--- src/rtl/apb4_pwm_ext.sv ---
// apb4_pwm_ext: APB4-programmable multi-channel PWM with edge/center alignment and shadowed compares
module apb4_pwm_ext #(
  parameter int CH_NUM = 4,
  parameter int CNT_WIDTH = 16,
  parameter int PSCR_WIDTH = 20
) (
  input  logic              pclk,
  input  logic              presetn,
  input  logic [31:0]       paddr,
  input  logic              psel,
  input  logic              penable,
  input  logic              pwrite,
  input  logic [31:0]       pwdata,
  output logic [31:0]       prdata,
  output logic              pready,
  output logic              pslverr,
  output logic [CH_NUM-1:0] pwm_o,
  output logic              irq_o
);
  localparam logic [5:0] CR_END = 6'(16 + CH_NUM);
  logic [5:0] off;
  logic strobe, valid, err, wr, rd, tick, pe, load;
  logic ovie, en, clr_q, mode, dn, dn_n, ovif;
  logic [PSCR_WIDTH-1:0] pscr, pscnt;
  logic [CNT_WIDTH-1:0] cnt, cnt_n, cmp_s, cmp_a, cr_rd;
  logic [CNT_WIDTH-1:0] cr_s [CH_NUM];
  logic [CNT_WIDTH-1:0] cr_a [CH_NUM];
  logic [CH_NUM-1:0] pol, raw;
  logic [31:0] rd_val;
  logic unused;

  assign off = paddr[7:2];
  assign strobe = psel & penable;
  assign valid = (off <= 6'd5) | (off >= 6'd16 & off < CR_END);
  assign err = strobe & (~valid | (pwrite & off == 6'd2));
  assign wr = strobe & pwrite & ~err;
  assign rd = strobe & ~pwrite & ~err;
  assign pready = 1'b1;
  assign pslverr = err;
  assign irq_o = ovif;
  assign tick = en & (pscnt == pscr);
  assign load = clr_q | ~en | pe;
  assign unused = ^{paddr[31:8], paddr[1:0], pwdata};

  // Counter step: CLR wins over a tick; a zero period parks the counter at 0
  always_comb begin
    cnt_n = cnt;
    dn_n = dn;
    pe = 1'b0;
    if (clr_q || (tick && cmp_a == '0)) begin
      cnt_n = '0;
      dn_n = 1'b0;
    end else if (tick && !mode) begin
      pe = cnt >= cmp_a - CNT_WIDTH'(1);
      cnt_n = pe ? '0 : cnt + CNT_WIDTH'(1);
    end else if (tick && !dn) begin
      cnt_n = cnt >= cmp_a ? cmp_a : cnt + CNT_WIDTH'(1);
      dn_n = cnt_n == cmp_a;
    end else if (tick) begin
      pe = cnt <= CNT_WIDTH'(1);
      cnt_n = pe ? '0 : cnt - CNT_WIDTH'(1);
      dn_n = ~pe;
    end
  end

  always_ff @(posedge pclk) begin
    if (!presetn) begin
      {ovie, en, clr_q, mode, dn, ovif} <= '0;
      pscr <= '0;
      pscnt <= '0;
      cnt <= '0;
      cmp_s <= '0;
      cmp_a <= '0;
      pol <= '0;
      pwm_o <= '0;
    end else begin
      clr_q <= wr & off == 6'd0 & pwdata[2];
      if (wr & off == 6'd0) {mode, en, ovie} <= {pwdata[3], pwdata[1:0]};
      if (wr & off == 6'd1) pscr <= pwdata[PSCR_WIDTH-1:0];
      if (wr & off == 6'd3) cmp_s <= pwdata[CNT_WIDTH-1:0];
      if (wr & off == 6'd4) pol <= pwdata[CH_NUM-1:0];
      pscnt <= (~en | clr_q | tick | (wr & off == 6'd1)) ? '0 : pscnt + PSCR_WIDTH'(1);
      cnt <= cnt_n;
      dn <= dn_n;
      if (load) cmp_a <= cmp_s;
      ovif <= (pe & ovie) | (ovif & ~(wr & off == 6'd5 & pwdata[0]));
      pwm_o <= raw ^ pol;
    end
  end

  for (genvar c = 0; c < CH_NUM; c++) begin : g_ch
    always_ff @(posedge pclk) begin
      if (!presetn) begin
        cr_s[c] <= '0;
        cr_a[c] <= '0;
      end else begin
        if (wr && off == 6'(16 + c)) cr_s[c] <= pwdata[CNT_WIDTH-1:0];
        if (load) cr_a[c] <= cr_s[c];
      end
    end
    assign raw[c] = en & (cmp_a != '0) & (cnt >= cr_a[c]);
  end

  always_comb begin
    cr_rd = '0;
    for (int i = 0; i < CH_NUM; i++) if (off == 6'(16 + i)) cr_rd = cr_s[i];
  end

  assign rd_val = off == 6'd0 ? {28'd0, mode, 1'b0, en, ovie}
    : off == 6'd1 ? 32'(pscr)
    : off == 6'd2 ? 32'(cnt)
    : off == 6'd3 ? 32'(cmp_s)
    : off == 6'd4 ? 32'(pol)
    : off == 6'd5 ? {31'd0, ovif}
    : 32'(cr_rd);
  assign prdata = rd ? rd_val : '0;
endmodule
--- config.mk ---
export PLATFORM = sky130hd
export DESIGN_NAME = apb4_pwm_ext
export DESIGN_NICKNAME = d
export VERILOG_FILES = /design/src/rtl/apb4_pwm_ext.sv
export SDC_FILE = /design/constraint.sdc
export NUM_CORES = 1
export LEC_CHECK = 0
export ABC_AREA = 1
export BUFFER_PORTS_ARGS = -buffer_cell sky130_fd_sc_hd__buf_2
export CORE_MARGIN = 3
export CORE_UTILIZATION = 40
export CTS_CLUSTER_DIAMETER = 40
export CTS_CLUSTER_SIZE = 8
export DETAILED_ROUTE_END_ITERATION = 6
export PLACE_DENSITY = 0.65
export SLEW_MARGIN = 20
export SYNTH_ARGS = -nofsm -noshare
export SYNTH_HDL_FRONTEND = slang
export SYNTH_SLANG_ARGS = --single-unit
--- constraint.sdc ---
create_clock -name pclk -period 7.6 [get_ports pclk]
set_input_delay 0.38 -clock pclk [delete_from_list [all_inputs] [get_ports pclk]]
set_output_delay 0.38 -clock pclk [all_outputs]
set_load 0.01 [all_outputs]
==> impl_metrics.py <==
metrics = {
    "worst_setup_path": {
        "crit_top_cell": "nand3_1",
        "r2r_start": "cmp_a[2]",
        "crit_path_cell_trace": "inv_1 > nand3_1 > nor3_1 > nand3_1 > nor3_1 > nand3_1 > nor3_1 > nand3_1 > xor2_1 > inv_1 > ha_1 > nand2_1 > inv_1 > nand3_1 > nor3_1 > inv_1 > nor4_1 > nor2_1 > buf_4 > nand2_1 > nand3_4 > nand3_2 > buf_4",
        "cp_top_family": "simple AND/OR/NAND/NOR gates",
        "reg2reg_to": "cr_a[1][9]",
        "crit_type": "register to register",
        "required_ps": 7790,
        "cp-start-kind": "register",
        "worstSetupStartpoint": "cmp_a[2]",
        "slowest_stage": "nand3_2",
        "worstPathArrival_ps": 5820,
        "endpoint_kind": "register",
        "path_max_fanout": 39,
        "setup.worst_path.end": "cr_a[1][9]",
        "cp_slowest_stage_delay_ps": 760,
        "worst-path-stages": 23,
        "path_buf_inv": 6,
        "worst-r2r-setup-slack_ps": 1970,
        "ff2ff_path_depth": 23,
    },
    "place": {
        "dp.cells": 2362,
        "dp_slack_ps": 1960,
        "dp_hpwl_mm": 34.5,
        "numPortBuffers": 56,
        "gp_congestion": 0.960,
    },
    "final_layout": {
        "drive_gt1_frac": 0.109,
        "n_antenna_cell": 0,
        "final_cells": 2430,
        "post-route-util": 0.461,
        "fillCellCount": 3553,
        "fin_nets": 2114,
        "area_delta_synth_final_pct": 13.0,
    },
    "drt": {
        "wl_mm": 46.5,
        "first_iter_violations": 1122,
        "wire_per_inst_um": 19.2,
        "drtPass1Iterations": 5,
        "vias_per_cell": 5.43,
        "via_count": 13200,
        "drcViolationCount": 0,
        "drtAntennaViolNets": 0,
    },
    "clocking": {
        "cts_buffers": 40,
        "cts-htree-levels": 2,
        "insertion_delay_ps": 550,
        "cts_sinks": 230,
        "clk_path_buf_depth": 3,
        "root_buffer": "clkbuf_16",
        "post-cts-setup-buffers": 0,
        "cts_resized": 0,
        "cts_tree": "built",
        "clkTransAtPathRegs_ps": 50,
        "hold_buffers": 0,
    },
    "logic_synthesis": {
        "yosysMostFrequentCell": "nand2_1",
        "synth-seq-cells": 230,
        "synthCells": 1895,
        "yosysSeqAreaShare": 0.404,
        "synthesis.area_mm2": 0.0146,
        "synth_commonest_cells": "nand2_1, inv_1, nor2_1",
        "synthArstFlopShare": 0,
        "synth_edf_count": 128,
        "synth.avg_cell_area_um2": 7.69,
        "synth_top_area_frac": 0.264,
        "synthDistinctLibCells": 46,
        "synth_top_area_cell": "edfxtp_1",
        "synth_area_leaders": "edfxtp_1, dfxtp_1, ha_1",
        "synthFlopType": "edfxtp_1",
        "yosysWarnings": 0,
    },
    "sta": {
        "layout_min_cycle_time_ps": 5630,
        "rsz0062_at_grt": "no",
        "setup_viol": 0,
        "slew_headroom": 0.253,
        "fin_skew_ps": 27.6,
        "finalWorstSetupSlack_ps": 1970,
        "drv_slew": 0,
        "fmax_mhz": 178,
        "hold_viol_final": 0,
        "period_share": 0.740,
        "worst_pin_slew_ps": 1120,
        "setup_total_negative_slack_ps": 0,
    },
    "run": {
        "maxCapViolations": 0,
    },
    "floorplanning": {
        "io_pins": 108,
        "core.rowCount": 69,
        "coreArea_mm2": 0.0357,
        "die_h_um": 197,
        "dieWidth_um": 197,
        "initial_utilization": 0.408,
        "dieArea_mm2": 0.0388,
    },
    "grt": {
        "grt_pass1_vias": 12700,
        "antenna_found_initial": 0,
        "overflow": 0,
        "grtUsageTotal": 0.237,
        "grt_pass1_wl_mm": 70.8,
        "grt_start_max_net_pins": 65,
    },
    "min_path": {
        "hp-class": "primary input to register",
    },
    "pwr": {
        "power.density_mw_per_mm2": 197,
        "ir_drop_v": 0.000171,
        "leakage_nw": 7.45,
    },
    "run_status": {
        "status": "finished, final reports clean",
    },
}
## worst register-to-register path, stage by stage (launching register included)
cell and delay (ps):
dfxtp_1 370, inv_1 150, nand3_1 140, nor3_1 290, nand3_1 180, nor3_1 340, nand3_1 190, nor3_1 270
nand3_1 130, xor2_1 160, inv_1 60, ha_1 280, nand2_1 70, inv_1 60, nand3_1 90, nor3_1 270
inv_1 90, nor4_1 230, nor2_1 90, buf_4 200, nand2_1 140, nand3_4 220, nand3_2 770, buf_4 490
## routing by layer
layer	vias to the layer above	global-route usage	routed length, µm
met5	-	0	0
met4	0	0.0990	2020
met3	114	0.0379	3830
met2	575	0.392	21400
met1	6145	0.310	19300
li1	6358	-	-
## through the flow
stage	power [mW]	hold WS (ps)	cell area (µm²)
floorplan	1.49	440	14600
global placement	1.53	468	15200
detailed placement	1.53	463	15200
CTS	3.27	131	16500
global route	3.35	150	16500
finish	3.25	147	16500
## sequential cells by signal, summed over array words and instances (netlist names)
name and flops:
cmp_s 16, cmp_a 16, cnt 16, dn 1, ovie 1, en 1
cr_a 64, pscnt 20, cr_s 64, mode 1, pwm_o 4, pscr 20
pol 4, clr_q 1, irq_o 1
## cell usage in the layout, fill, tap and decap left out, drive strengths merged, types with 2 or more instances in the layout
cell type / Yosys / routed
a21o: 2 / 2
nand2: 332 / 332
nand3b: 3 / 3
nor4: 4 / 4
o21ai: 112 / 112
o211ai: 9 / 9
clkinvlp: 0 / 2
clkbuf: 44 / 53
o21a: 5 / 5
a211oi: 11 / 11
xor2: 41 / 41
a21oi: 144 / 144
o22ai: 28 / 28
nor2: 264 / 264
nor3: 37 / 37
nand3: 106 / 106
nor3b: 5 / 5
bufinv: 0 / 4
nand4: 45 / 45
edfxtp: 128 / 128
or2: 2 / 2
clkinv: 4 / 10
xnor2: 7 / 7
ha: 101 / 101
o221ai: 16 / 16
dfxtp: 102 / 102
inv: 304 / 306
buf: 33 / 73
conb: 2 / 13
## cell families after synthesis
group           Yosys count  synth area share
simple gates            799             0.246
buf+inv                 385             0.108
compound gates          330             0.125
flops                   230             0.404
fa+ha+maj               101            0.0867
xor+xnor                 48            0.0294
other cells               2          0.000515
## cell type report
| class | instances | area, µm² | area share |
|---|---|---|---|
| Tap cell | 461 | 577 | 0.0350 |
| Clock buffer | 53 | 1070 | 0.0649 |
| Timing Repair Buffer | 73 | 412 | 0.0250 |
| Clock inverter | 14 | 206 | 0.0125 |
| Sequential cell | 230 | 5890 | 0.357 |
| Inverter | 308 | 1160 | 0.0702 |
| Multi-Input combinational cell | 1291 | 7170 | 0.435 |
## how the worst min path moves through the flow
stage                     startpoint   endpoint  slack, ps  cells past startpoint
after floorplan            cmp_s[12]  cmp_s[12]        440                      2
after global placement      cmp_s[9]   cmp_s[9]        470                      2
after detailed placement   cmp_s[10]  cmp_a[10]        460                      2
after CTS                  pwdata[8]    pscr[8]        130                      3
after global routing       pwdata[8]    pscr[8]        150                      3
final                      pwdata[8]    pscr[8]        150                      3
## report_power, final
part	internal (mW)	switching (mW)	leakage, nW	total [mW]
registers	1.35	0.0130	2.17	1.36
clock network	1.12	0.621	0.613	1.74
logic	0.0411	0.105	4.67	0.146
Power figures use the tool's default switching activity.
